==> src/rtl/axi4_lite_master_bridge_if.sv <==
`default_nettype none
// ============================================================================
// Module      : axi4_lite_master_bridge_if
// Description : AXI4-Lite channel bundle (AW/W/B/AR/R) between the bridge
//               master and an AXI4-Lite slave.
// Revision    : 1.0 - initial release
// ============================================================================
interface axi4_lite_master_bridge_if #(
   parameter int ADDR_WIDTH = 4,
   parameter int DATA_WIDTH = 32
);
   // Write address channel
   logic [ADDR_WIDTH-1:0] AWADDR;
   logic                  AWVALID;
   logic                  AWREADY;
   // Write data channel
   logic [DATA_WIDTH-1:0] WDATA;
   logic                  WVALID;
   logic                  WREADY;
   // Write response channel
   logic [1:0]            BRESP;
   logic                  BVALID;
   logic                  BREADY;
   // Read address channel
   logic [ADDR_WIDTH-1:0] ARADDR;
   logic                  ARVALID;
   logic                  ARREADY;
   // Read data channel
   logic [DATA_WIDTH-1:0] RDATA;
   logic [1:0]            RRESP;
   logic                  RVALID;
   logic                  RREADY;

   modport master (
      output AWADDR, AWVALID, input AWREADY,
      output WDATA, WVALID, input WREADY,
      input BRESP, BVALID, output BREADY,
      output ARADDR, ARVALID, input ARREADY,
      input RDATA, RRESP, RVALID, output RREADY
   );

   modport slave (
      input AWADDR, AWVALID, output AWREADY,
      input WDATA, WVALID, output WREADY,
      output BRESP, BVALID, input BREADY,
      input ARADDR, ARVALID, output ARREADY,
      output RDATA, RRESP, RVALID, input RREADY
   );
endinterface
`default_nettype wire

==> src/rtl/axi4_lite_master_bridge.sv <==
`default_nettype none
// ============================================================================
// Module      : axi4_lite_master_bridge
// Description : Converts single-word CPU requests (transfer/write/addr/wdata)
//               into AXI4-Lite write (AW/W/B) or read (AR/R) transactions.
//               One transaction outstanding; completion signalled by a
//               one-cycle done pulse carrying resp (and rdata for reads).
// Revision    : 1.0 - initial release
// ============================================================================
module axi4_lite_master_bridge #(
   parameter int ADDR_WIDTH = 4,
   parameter int DATA_WIDTH = 32
) (
   input  logic                  ACLK,
   input  logic                  ARESET,
   // CPU-side request / completion
   input  logic                  transfer,
   input  logic                  write,
   input  logic [ADDR_WIDTH-1:0] addr,
   input  logic [DATA_WIDTH-1:0] wdata,
   output logic                  ready,
   output logic                  done,
   output logic [DATA_WIDTH-1:0] rdata,
   output logic [1:0]            resp,
   // AXI4-Lite master port
   axi4_lite_master_bridge_if.master m_axi
);

   typedef enum logic [2:0] {
      IDLE  = 3'd0,
      WADDR = 3'd1,
      WRESP = 3'd2,
      RADDR = 3'd3,
      RDATA = 3'd4,
      DONE  = 3'd5
   } state_t;

   state_t                state_q;
   logic                  ready_q;
   logic                  done_q;
   logic [DATA_WIDTH-1:0] rdata_q;
   logic [1:0]            resp_q;
   logic [ADDR_WIDTH-1:0] awaddr_q;
   logic [DATA_WIDTH-1:0] wdata_q;
   logic [ADDR_WIDTH-1:0] araddr_q;
   logic                  awvalid_q;
   logic                  wvalid_q;
   logic                  bready_q;
   logic                  arvalid_q;
   logic                  rready_q;
   // Remember which write channel has already handshaken; AW and W finish
   // independently and in any order.
   logic                  aw_ok_q;
   logic                  w_ok_q;

   logic aw_hs;
   logic w_hs;
   logic aw_fin;
   logic w_fin;

   // Handshake detection on the write address / data channels
   always_comb begin
      aw_hs  = awvalid_q & m_axi.AWREADY;
      w_hs   = wvalid_q & m_axi.WREADY;
      aw_fin = aw_ok_q | aw_hs;
      w_fin  = w_ok_q | w_hs;
   end

   // Transaction FSM: every output is a register so the bus sees clean edges
   always_ff @(posedge ACLK or posedge ARESET) begin
      if (ARESET) begin
         state_q   <= IDLE;
         ready_q   <= 1'b1;
         done_q    <= 1'b0;
         rdata_q   <= '0;
         resp_q    <= 2'b00;
         awaddr_q  <= '0;
         wdata_q   <= '0;
         araddr_q  <= '0;
         awvalid_q <= 1'b0;
         wvalid_q  <= 1'b0;
         bready_q  <= 1'b0;
         arvalid_q <= 1'b0;
         rready_q  <= 1'b0;
         aw_ok_q   <= 1'b0;
         w_ok_q    <= 1'b0;
      end else begin
         done_q <= 1'b0;
         case (state_q)
            IDLE: begin
               if (transfer && ready_q) begin
                  ready_q <= 1'b0;
                  if (write) begin
                     awaddr_q  <= addr;
                     wdata_q   <= wdata;
                     awvalid_q <= 1'b1;
                     wvalid_q  <= 1'b1;
                     aw_ok_q   <= 1'b0;
                     w_ok_q    <= 1'b0;
                     state_q   <= WADDR;
                  end else begin
                     araddr_q  <= addr;
                     arvalid_q <= 1'b1;
                     state_q   <= RADDR;
                  end
               end
            end
            WADDR: begin
               if (aw_hs) begin
                  awvalid_q <= 1'b0;
                  aw_ok_q   <= 1'b1;
               end
               if (w_hs) begin
                  wvalid_q <= 1'b0;
                  w_ok_q   <= 1'b1;
               end
               if (aw_fin && w_fin) begin
                  bready_q <= 1'b1;
                  state_q  <= WRESP;
               end
            end
            WRESP: begin
               if (m_axi.BVALID) begin
                  bready_q <= 1'b0;
                  resp_q   <= m_axi.BRESP;
                  done_q   <= 1'b1;
                  state_q  <= DONE;
               end
            end
            RADDR: begin
               if (m_axi.ARREADY) begin
                  arvalid_q <= 1'b0;
                  rready_q  <= 1'b1;
                  state_q   <= RDATA;
               end
            end
            RDATA: begin
               if (m_axi.RVALID) begin
                  rready_q <= 1'b0;
                  rdata_q  <= m_axi.RDATA;
                  resp_q   <= m_axi.RRESP;
                  done_q   <= 1'b1;
                  state_q  <= DONE;
               end
            end
            DONE: begin
               ready_q <= 1'b1;
               state_q <= IDLE;
            end
            default: begin
               ready_q   <= 1'b1;
               awvalid_q <= 1'b0;
               wvalid_q  <= 1'b0;
               bready_q  <= 1'b0;
               arvalid_q <= 1'b0;
               rready_q  <= 1'b0;
               state_q   <= IDLE;
            end
         endcase
      end
   end

   assign ready         = ready_q;
   assign done          = done_q;
   assign rdata         = rdata_q;
   assign resp          = resp_q;
   assign m_axi.AWADDR  = awaddr_q;
   assign m_axi.AWVALID = awvalid_q;
   assign m_axi.WDATA   = wdata_q;
   assign m_axi.WVALID  = wvalid_q;
   assign m_axi.BREADY  = bready_q;
   assign m_axi.ARADDR  = araddr_q;
   assign m_axi.ARVALID = arvalid_q;
   assign m_axi.RREADY  = rready_q;

endmodule
`default_nettype wire

==> src/flat_wrapper.sv <==
// flat-port wrapper written by rule: the top's interface ports become plain ports
module axi4_lite_master_bridge_flat 
#(
   parameter int ADDR_WIDTH = 4,
   parameter int DATA_WIDTH = 32
)
  (ACLK, ARESET, transfer, write, addr, wdata, ready, done, rdata, resp, m_axi_AWADDR, m_axi_AWVALID, m_axi_AWREADY, m_axi_WDATA, m_axi_WVALID, m_axi_WREADY, m_axi_BRESP, m_axi_BVALID, m_axi_BREADY, m_axi_ARADDR, m_axi_ARVALID, m_axi_ARREADY, m_axi_RDATA, m_axi_RRESP, m_axi_RVALID, m_axi_RREADY);
  axi4_lite_master_bridge_if #(.ADDR_WIDTH(ADDR_WIDTH), .DATA_WIDTH(DATA_WIDTH)) m_axi_i ();
  input  logic ACLK;
  input  logic ARESET;
  input  logic transfer;
  input  logic write;
  input  logic [ADDR_WIDTH-1:0] addr;
  input  logic [DATA_WIDTH-1:0] wdata;
  output logic ready;
  output logic done;
  output logic [DATA_WIDTH-1:0] rdata;
  output logic [1:0] resp;
  output wire logic [$bits(m_axi_i.AWADDR)-1:0] m_axi_AWADDR;
  output wire logic [$bits(m_axi_i.AWVALID)-1:0] m_axi_AWVALID;
  input wire logic [$bits(m_axi_i.AWREADY)-1:0] m_axi_AWREADY;
  output wire logic [$bits(m_axi_i.WDATA)-1:0] m_axi_WDATA;
  output wire logic [$bits(m_axi_i.WVALID)-1:0] m_axi_WVALID;
  input wire logic [$bits(m_axi_i.WREADY)-1:0] m_axi_WREADY;
  input wire logic [$bits(m_axi_i.BRESP)-1:0] m_axi_BRESP;
  input wire logic [$bits(m_axi_i.BVALID)-1:0] m_axi_BVALID;
  output wire logic [$bits(m_axi_i.BREADY)-1:0] m_axi_BREADY;
  output wire logic [$bits(m_axi_i.ARADDR)-1:0] m_axi_ARADDR;
  output wire logic [$bits(m_axi_i.ARVALID)-1:0] m_axi_ARVALID;
  input wire logic [$bits(m_axi_i.ARREADY)-1:0] m_axi_ARREADY;
  input wire logic [$bits(m_axi_i.RDATA)-1:0] m_axi_RDATA;
  input wire logic [$bits(m_axi_i.RRESP)-1:0] m_axi_RRESP;
  input wire logic [$bits(m_axi_i.RVALID)-1:0] m_axi_RVALID;
  output wire logic [$bits(m_axi_i.RREADY)-1:0] m_axi_RREADY;
  assign m_axi_AWADDR = m_axi_i.AWADDR;
  assign m_axi_AWVALID = m_axi_i.AWVALID;
  assign m_axi_i.AWREADY = m_axi_AWREADY;
  assign m_axi_WDATA = m_axi_i.WDATA;
  assign m_axi_WVALID = m_axi_i.WVALID;
  assign m_axi_i.WREADY = m_axi_WREADY;
  assign m_axi_i.BRESP = m_axi_BRESP;
  assign m_axi_i.BVALID = m_axi_BVALID;
  assign m_axi_BREADY = m_axi_i.BREADY;
  assign m_axi_ARADDR = m_axi_i.ARADDR;
  assign m_axi_ARVALID = m_axi_i.ARVALID;
  assign m_axi_i.ARREADY = m_axi_ARREADY;
  assign m_axi_i.RDATA = m_axi_RDATA;
  assign m_axi_i.RRESP = m_axi_RRESP;
  assign m_axi_i.RVALID = m_axi_RVALID;
  assign m_axi_RREADY = m_axi_i.RREADY;
  axi4_lite_master_bridge #(.ADDR_WIDTH(ADDR_WIDTH), .DATA_WIDTH(DATA_WIDTH)) u_core (.ACLK(ACLK), .ARESET(ARESET), .transfer(transfer), .write(write), .addr(addr), .wdata(wdata), .ready(ready), .done(done), .rdata(rdata), .resp(resp), .m_axi(m_axi_i));
endmodule
==> config.mk <==
export PLATFORM = sky130hd
export DESIGN_NAME = axi4_lite_master_bridge_flat
export DESIGN_NICKNAME = d
export VERILOG_FILES = /design/src/rtl/axi4_lite_master_bridge_if.sv /design/src/rtl/axi4_lite_master_bridge.sv /design/src/flat_wrapper.sv
export SDC_FILE = /design/constraint.sdc
export NUM_CORES = 1
export LEC_CHECK = 0
export BUFFER_PORTS_ARGS = -buffer_cell sky130_fd_sc_hd__buf_2
export CAP_MARGIN = 20
export CORE_ASPECT_RATIO = 1.75
export CORE_UTILIZATION = 50
export CTS_CLUSTER_SIZE = 16
export DETAILED_ROUTE_END_ITERATION = 6
export PLACE_DENSITY = 0.95
export SYNTH_ARGS = -nofsm -noshare
export SYNTH_HDL_FRONTEND = slang
export SYNTH_SLANG_ARGS = --single-unit
==> constraint.sdc <==
create_clock -name ACLK -period 5.3 [get_ports ACLK]
set_input_delay 0.53 -clock ACLK [delete_from_list [all_inputs] [get_ports ACLK]]
set_output_delay 0.53 -clock ACLK [all_outputs]
set_load 0.02 [all_outputs]
* Yosys cells after proc, flatten, opt, wreduce, memory -nomap -nowiden
Index checks and enable logic that the tools add are counted.
** Storage, ports and cells
- Register bits :: 86
- Bits of input ports :: 81
- Output and inout bits :: 81
- Logic and storage cells :: 99
** Cells by class
- Equal/unequal tests :: 14
- Multiplexer cells :: 37
- Bitwise gates (word level) :: 10
- Reduce and logical (&&, ||, !) cells :: 23
** Operators by type and width (number)
- AND reduction 4 bit :: 5
- OR reduction 4 bit :: 5
- two-way mux 1 bit :: 18
- two-way mux 3 bit :: 5
- one-hot mux 1 bit (3 select lines) :: 5
- one-hot mux 3 bit (5 select lines) :: 1
- AND reduction 3 bit :: 5
- inequality test 2 bit (second input constant) :: 5
- inequality test 2 x 1 -> 1 bit (second input constant) :: 4
- one-hot mux 1 bit (2 select lines) :: 4
- equality test 3 x 2 -> 1 bit (second input constant) :: 2
- equality test 3 bit (second input constant) :: 2
- two-way mux 2 bit :: 3
- inverter 1 bit :: 6
- AND reduction 5 bit :: 1
- one-hot mux 2 bit (2 select lines) :: 1
- AND reduction 2 bit :: 2
- nonzero test 2 bit :: 2
- equality test 3 x 1 -> 1 bit (second input constant) :: 1
- logical NOT 3 bit :: 1
- bitwise AND 1 bit :: 2
- logical AND 1 bit :: 2
- bitwise OR 1 bit :: 2

* Longest topological paths before layout
Gate-level depths: netlist of the first run.
- Depth in word-level cells :: 5
- Depth in mapped cells :: 5
- Depth with buffers taken out :: 4

* Least setup slack after synthesis of the first run
OpenSTA, ideal clock, no wires.
- Path type :: flip-flop to flip-flop
- Start :: register u_core.ready_q, in the netlist u_core.ready
- End :: register u_core.wdata_q[10], in the netlist u_core.m_axi.WDATA[10]
- Setup time :: 125 ps
- Data arrival time :: 1587 ps
- Required time :: 5175 ps
- Slack :: 3588 ps
- Cell stages (with the launch flop) :: 6
- Buffers on the path :: 2
- Clock period less this slack :: 1712 ps
- Cells stage by stage :: dfstp_2 > and3b_1 > and3_4 > buf_6 > buf_6 > mux2_4
** On the way
- Cells in the longest elaborated chain, start to end :: 2
** RTL lines
- start, declared :: line axi4_lite_master_bridge.sv:39 : logic ready_q;
- start signal, assigned :: line axi4_lite_master_bridge.sv:73 : ready_q <= 1'b1;
- start signal, assigned :: line axi4_lite_master_bridge.sv:92 : ready_q <= 1'b0;
- start signal, assigned :: line axi4_lite_master_bridge.sv:147 : ready_q <= 1'b1;
- logical AND 1 bit :: line axi4_lite_master_bridge.sv:91 : if (transfer && ready_q) begin
- AND reduction 3 bit (no source line)
- end signal, assigned :: line axi4_lite_master_bridge.sv:95 : wdata_q <= wdata;
- end, declared :: line axi4_lite_master_bridge.sv:44 : logic [DATA_WIDTH-1:0] wdata_q;
No other way between the ends.
A chain may end at the register's enable or synchronous reset.

* Final worst setup path of the first run
- Start :: register u_core.state_q[2]
- End :: register u_core.awaddr_q[3], in the netlist u_core.m_axi.AWADDR[3]
** On the way
- Cells in the longest elaborated chain, start to end :: 2
** RTL lines
- start, declared :: line axi4_lite_master_bridge.sv:38 : state_t state_q;
- start signal, assigned :: line axi4_lite_master_bridge.sv:72 : state_q <= IDLE;
- start signal, assigned :: line axi4_lite_master_bridge.sv:100 : state_q <= WADDR;
- start signal, assigned :: line axi4_lite_master_bridge.sv:104 : state_q <= RADDR;
- logical NOT 3 bit :: line axi4_lite_master_bridge.sv:89 : case (state_q)
- AND reduction 3 bit (no source line)
- end signal, assigned :: line axi4_lite_master_bridge.sv:94 : awaddr_q <= addr;
- end, declared :: line axi4_lite_master_bridge.sv:43 : logic [ADDR_WIDTH-1:0] awaddr_q;
No other way between the ends.

==> impl_results.md, run 1 <==
- PwrDens: about 650 nW/µm²
- CTS Hold Buffers Added: 0
- Synthesized area per cell: around 15 µm²
- P_leak: around 2.4 nW
- Synth top cells by count: dfrtp_1, mux2_2, mux2_4
- Top-count cell post-synth: dfrtp_1
- Drt first pass iters: 4
- Unrepaired setup endpoints after global routing: no
- Diodes inserted: 0
- Critical Setup Path Class: flip-flop to flip-flop
- # fillers: between 400 and 500
- Gr ovfl total: 0
- Highest clock rate: approximately 0.47 GHz
- TritonCTS clock tree: done
- Clock sinks: 86
- Area share of and/or/nand/nor cells after synthesis: 4.78%
- Post_cts resized: 0
- PortBufs: approximately 160
- Dominant synthesized flop cell: dfrtp_1
- Fin util: between 60% and 70%
- Worst min-delay path category: input pin to async pin
- Mapped Nets: ~310
- CTS max path bufs: 2
- Avg WL per Cell: around 17 µm
- Area growth syn-to-layout: 34.1%
- Post-synth ARST share: 100%
- Clk Latency, worst-skew pair: 330 ps
- Internal: approximately 2 mW
- Worst path required time: roughly 5500 ps
- Synth Area in Compound Gates: roughly 4.4%
- Final ANT Viol Nets: 0
- TritonCTS Buffers: 9
- Leading area contributor after synthesis: dfrtp_1
- Gp weighted congestion: about 0.8
- Initial antenna violation count: 0
- Cell Area, Synth: roughly 3500 µm²
- First-pass GRT wire length: approximately 12000 µm
- Io pins: 162
- Tcrit/Tclk final: 40.0%
- Post-Synth Adder-Cell Area: 0%
- Max cap viols: 0
- Final hold violation count: 0
- Die footprint: about 7400 µm²
- Row count: 40
- Overall global routing resource usage: between 20 and 25%
- Core Area: 6810 µm²
- DR vias/cell: slightly above 5
- Total wire length: around 8000 µm
- Main combinational cell family by area after synthesis: multiplexers
- Critical Path Source Type: flip-flop
- Slew Viols, Final: 0
- CTS H-tree lvls: 3
- Die X: between 60 and 70 µm
- Setup TNS: 0 ps
- Post-synthesis mux area share: 26.7%
- DR iter-0 viols: roughly 130
- Max Clock Skew: roughly 7.4 ps
- Register bit total from synthesis: 86
- Overall Power: slightly above 3 mW
- Initial Util: 51.6%
- Clock transition at path regs: 60 ps
- Sequential area share after synthesis: around three fifths
- Final setup margin: roughly 3200 ps
- Switching pwr: 1.13 mW
- CP Max Fanout: 36
- Worst-margin pin slew: about 650 ps
- Seq pwr share: a little under two fifths
- Hpwl dp: approximately 5800 µm
- Pre-CTS setup slack: approximately 3300 ps
- Synth Area in XOR/XNOR: 0%
- VDD IR max: 0.000306 V
- Yosys top cell area share: 60.6%
- Largest net degree at the start of global routing: between 80 and 90
- Worst r2r src: u_core.state_q[2]
- Nets@finish: approximately 480
- Root Buffer: clkbuf_16
- CP startpoint: u_core.state_q[2]
- Post-CTS setup repair buffer count: 0
- Mapped Cells: 231
- Synth area leaders: dfrtp_1, mux2_2, mux2_4
- Synth unique cells: 31
- Ratio of cells with drive above 1 in the final layout: 63.7%
- Chip height: around 110 µm
- Slew headroom: 56.7%
- WP data arrival: approximately 2300 ps
- Number of synthesized flops with an enable pin: 0
- Crit end category: flip-flop
- Status: finished, final reports clean
- Min Tclk post-route: approximately 2100 ps
- Yosys warns: 0
- Register Area: ~2200 µm²
- Vias in the first global route: about 2500
- Clock network fraction of design power: between 20% and 30%
- Switching part of the total: between 30% and 40%
- Power share of the combinational group: 40.1%
- Finish-stage setup viols: 0
- Via count: between 2000 and 3000
- Area occupied by multi-input gates: about 1300 µm²
- DRC: 0
logic make-up after synthesis:
family,Yosys count
buf+inv,15
flops,86
mux,74
compound gates,25
simple gates,31
critical path, cell delays in order, from the launching register on:
cell and delay [ps]:
dfrtp_1 550, and3b_1 370, and3_4 630, mux2_2 410
power by group through the flow:
stage | registers, mW | clock network (mW) | logic (mW)
floorplan | 1.50 | 0 | 0.472
global placement | 1.15 | 0 | 1.20
detailed placement | 1.17 | 0 | 1.24
CTS | 1.17 | 0.699 | 1.24
global route | 1.20 | 0.715 | 1.31
finish | 1.17 | 0.681 | 1.23
layout make-up:
type / instances / area share [%]
clock buffers: 11 / 5.37
clock inverters: 5 / 1.73
multi-input cells: 130 / 26.7
inverters: 4 / 0.346
repair buffers: 164 / 17.9
well taps: 84 / 2.23
flip-flops and latches: 86 / 45.7
placed cells by master (no fill, tap or decap), types with 2 or more instances in the layout:
cell / count
a211oi_1: 2
clkinv_2: 2
nand3b_1: 5
mux2_4: 28
nand2_1: 6
mux2_2: 43
o21ai_0: 5
mux2i_1: 2
clkbuf_8: 2
a222oi_1: 2
nor2b_1: 3
a21oi_1: 11
inv_1: 3
dfrtp_1: 85
a31oi_1: 2
clkbuf_16: 9
buf_4: 2
nor2_1: 9
bufinv_16: 2
buf_2: 161
sequential cells by signal (all words and copies together), names as in the netlist:
name,flops
u_core.m_axi.ARVALID,1
u_core.m_axi.BREADY,1
u_core.resp,2
u_core.m_axi.WVALID,1
u_core.m_axi.ARADDR,4
u_core.m_axi.WDATA,32
u_core.state_q,3
u_core.m_axi.AWVALID,1
u_core.rdata,32
u_core.w_ok_q,1
u_core.m_axi.AWADDR,4
u_core.m_axi.RREADY,1
u_core.ready,1
u_core.done,1
u_core.aw_ok_q,1
per-layer routing:
metal  GRT usage [%]  vias to the layer above  share of wire (%)
met5               0                        -                  0
met4            8.26                        0                1.3
met3            4.44                        7                4.1
met2            41.4                       75                 59
met1            24.0                     1279                 35
li1                -                     1147                  -
stage by stage:
step / instance area [µm²] / hold slack, ps / cells
after floorplan: 3510 / 463 / 231
after global routing: 4710 / 363 / 484
final: 4710 / 327 / 484
after CTS: 4690 / 406 / 483
after global placement: 4350 / 462 / 467
after detailed placement: 4350 / 490 / 467
path summary, 6_finish.rpt:
check	to	slack, ps	depth (start not counted)
worst max register to register	u_core.m_axi.AWADDR[3]	3180	3
worst max-delay path	u_core.m_axi.AWADDR[3]	3180	3
worst min register to register	u_core.rdata[22]	500	1
min in group ACLK	u_core.m_axi.AWVALID	420	2
max in group asynchronous	u_core.rdata[31]	4370	4
worst min-delay path	u_core.m_axi.ARVALID	330	3
Note: power is estimated with default switching activity, not from simulation.
==> run 2, diff against run 1 <==
CORE_UTILIZATION = 42   (was 50)
PLACE_DENSITY = 0.86   (was 0.95)
clock period = 1.7 ns   (was 5.3 ns; I/O delays follow)
==> run 2 against run 1 <==
  * The run now ends with design-rule violations left
  * Via count increased by 1.8%
  * Worst hold slack worse by 280 ps
  * Global-route usage fell by 3.7 points
  * Clock power rose to 3.0 times the previous value
  * Sequential share of layout area fell by 1.2 points
  * Worst setup slack got worse by 3100 ps
  * Non-clock buffer count grew 11
  * Die area increased by 19%
  * Register-to-register slack worse by 3100 ps
  * Design area is 2.8% higher
==> impl_results.md, run 2 (synthesis gave the netlist of run 1 again) <==
- Die X: 71.1 µm (+8.8%)
- Delay-heaviest family, CP: flip-flops
- Finished Layout Cells: 502 (+3.7%)
- Avg WL per Cell: 15.9 µm (-3.8%)
- Slew headroom: 65.3% (+8.6 points)
- Crit path cell chain: and3b_1 > and3_4 > buf_12 > mux2_2
- PwrDens: 1980 nW/µm² (+200%)
- Area growth syn-to-layout: 37.8%
- CP Max Fanout: 15 (-58%)
- DRC: 20 (+20)
- DR iter-0 viols: 120 (-4.8%)
- Post-CTS setup repair buffer count: 0 (unchanged)
- Commonest non-fill, non-tap cell in the layout: buf_2
- Critical Setup Path Class: flip-flop to flip-flop
- Most frequent cells in the layout: buf_2, dfrtp_1, mux2_2
- Final setup margin: 66.3 ps (-3120 ps)
- Pre-CTS setup slack: 92.4 ps (-3160 ps)
- Core Area: 8020 µm² (+18%)
- Finish-stage setup viols: 0 (unchanged)
- Cell Count Post-Placement: 484 (+3.6%)
- Largest net degree at the start of global routing: 41 (-53%)
- CTS H-tree lvls: 3 (unchanged)
- Fin util: 60.3% (-8.8 points)
- Chip height: 123 µm (+8.9%)
- Tcrit/Tclk final: 96.1% (+56 points)
- Failing checks: design-rule violations
- Clock transition at path regs: 70 ps (about the same)
- TritonCTS clock tree: done
- Crit end category: flip-flop
- Final hold violation count: 0 (unchanged)
- Max Clock Skew: 9.96 ps (+2.53 ps)
- Total wire length: 8000 µm (-0.17%)
- Post-layout instance area: 4840 µm² (+2.8%)
- Routed wl met3: 328 µm (unchanged)
- WP data arrival: 1840 ps (-490 ps)
- Highest clock rate: 0.612 GHz (+30%)
- Max cap viols: 0 (unchanged)
- VDD IR max: 0.00107 V (+250%)
- TritonCTS Buffers: 9 (unchanged)
- Total length of routed met2 wires: 4660 µm (-1.9%)
- Final ANT Viol Nets: 0 (unchanged)
- Overall Power: 9.59 mW (+210%)
- Min Tclk post-route: 1630 ps (-484 ps)
- Drt first pass iters: 7 (+3)
- Unrepaired setup endpoints after global routing: no
- P_leak: 2.46 nW (+2.3%)
- Gp weighted congestion: 0.777 (-1.7%)
- Setup TNS: 0 ps (unchanged)
- CTS max path bufs: 2 (unchanged)
- Root Buffer: clkbuf_16
- Via count: 2552 (+1.8%)
- Slowest stage cell, crit path: dfstp_2
- Clk Latency, worst-skew pair: 330 ps (about the same)
- Gr ovfl total: 0 (unchanged)
- Worst path required time: 1910 ps (-3600 ps)
- Ratio of cells with drive above 1 in the final layout: 64.5% (+0.73 points)
- Worst min-delay path category: input pin to flip-flop
- First-pass GRT wire length: 12400 µm (+1.0%)
- Status: complete, but fails checks
- Nets@finish: 487 (+2.3%)
- Vias in the first global route: 2616 (+3.9%)
- Initial antenna violation count: 0 (unchanged)
- WP buf/inv: 1 (+1)
- Worst-margin pin slew: 520 ps (-130 ps)
- DRT met1 WL: 2790 µm (-1.2%)
- Clock sinks: 86 (unchanged)
- DR vias/cell: 5.08 (-1.9%)
- Hpwl dp: 6060 µm (+5.3%)
- Fin Hold WS: 50.7 ps (-276 ps)
- Io pins: 162 (unchanged)
- PortBufs: 161 (unchanged)
- Row count: 43 (+7.5%)
- Die footprint: 8740 µm² (+19%)
- Initial Util: 43.8% (-7.8 points)
- Post-placement cell area: 4510 µm² (+3.6%)
- Overall global routing resource usage: 18.6% (-3.7 points)
- Slew Viols, Final: 0 (unchanged)
- Critical Path Source Type: flip-flop
- CP peak stage delay: 530 ps (-100 ps)
- Top Metal Used: met4
run 2: cell types whose count changed in the layout (fill, tap and decap cells not counted), sizes merged:
cell / before / now
clkinvlp: 1 / 2
dlygate4sd3: 0 / 1
buf: 164 / 174
inv: 3 / 6
bufinv: 2 / 1
clkinv: 3 / 2
diode: 0 / 1
clkbuf: 11 / 9
run 2: repair_timing:
item	CTS	global route
hold buffers	1	0
endpoints found under the hold margin	18	0
resized for setup	0	0
run 2: final cells by class:
type,count,area (µm²)
Timing Repair Buffer,175,976
Multi-Input combinational cell,130,1260
Clock buffer,9,225
Inverter,4,18.8
Antenna cell,1,2.50
Tap cell,90,113
Clock inverter,7,91.3
Sequential cell,86,2150
Fill cell,610,3180
run 2: worst register-to-register path, stage by stage (launching register included):
cell,delay [ps]
dfstp_2,530
and3b_1,170
and3_4,270
buf_12,180
mux2_2,360
run 2: worst paths after layout:
| path | start | end | slack, ps | cells past startpoint |
|---|---|---|---|---|
| max | u_core.ready | u_core.m_axi.WDATA[29] | 70 | 4 |
| min | m_axi_AWREADY | u_core.m_axi.AWVALID | 50 | 2 |
| max reg2reg | u_core.ready | u_core.m_axi.WDATA[29] | 70 | 4 |
| min reg2reg | u_core.rdata[19] | u_core.rdata[19] | 500 | 1 |
| max in group asynchronous | ARESET | u_core.m_axi.WDATA[2] | 710 | 4 |
| min in group asynchronous | ARESET | u_core.m_axi.ARVALID | 440 | 3 |
run 2: report_power, final:
| group | total [mW] | internal, mW | switching, mW |
|---|---|---|---|
| sequential | 3.54 | 3.02 | 0.525 |
| clock | 2.02 | 1.17 | 0.844 |
| combinational | 4.03 | 1.80 | 2.23 |
run 2: metal layers:
metal	track usage, %	vias up
li1	-	1166
met3	3.75	14
met5	0	-
met2	34.3	85
met4	9.13	0
met1	20.0	1287
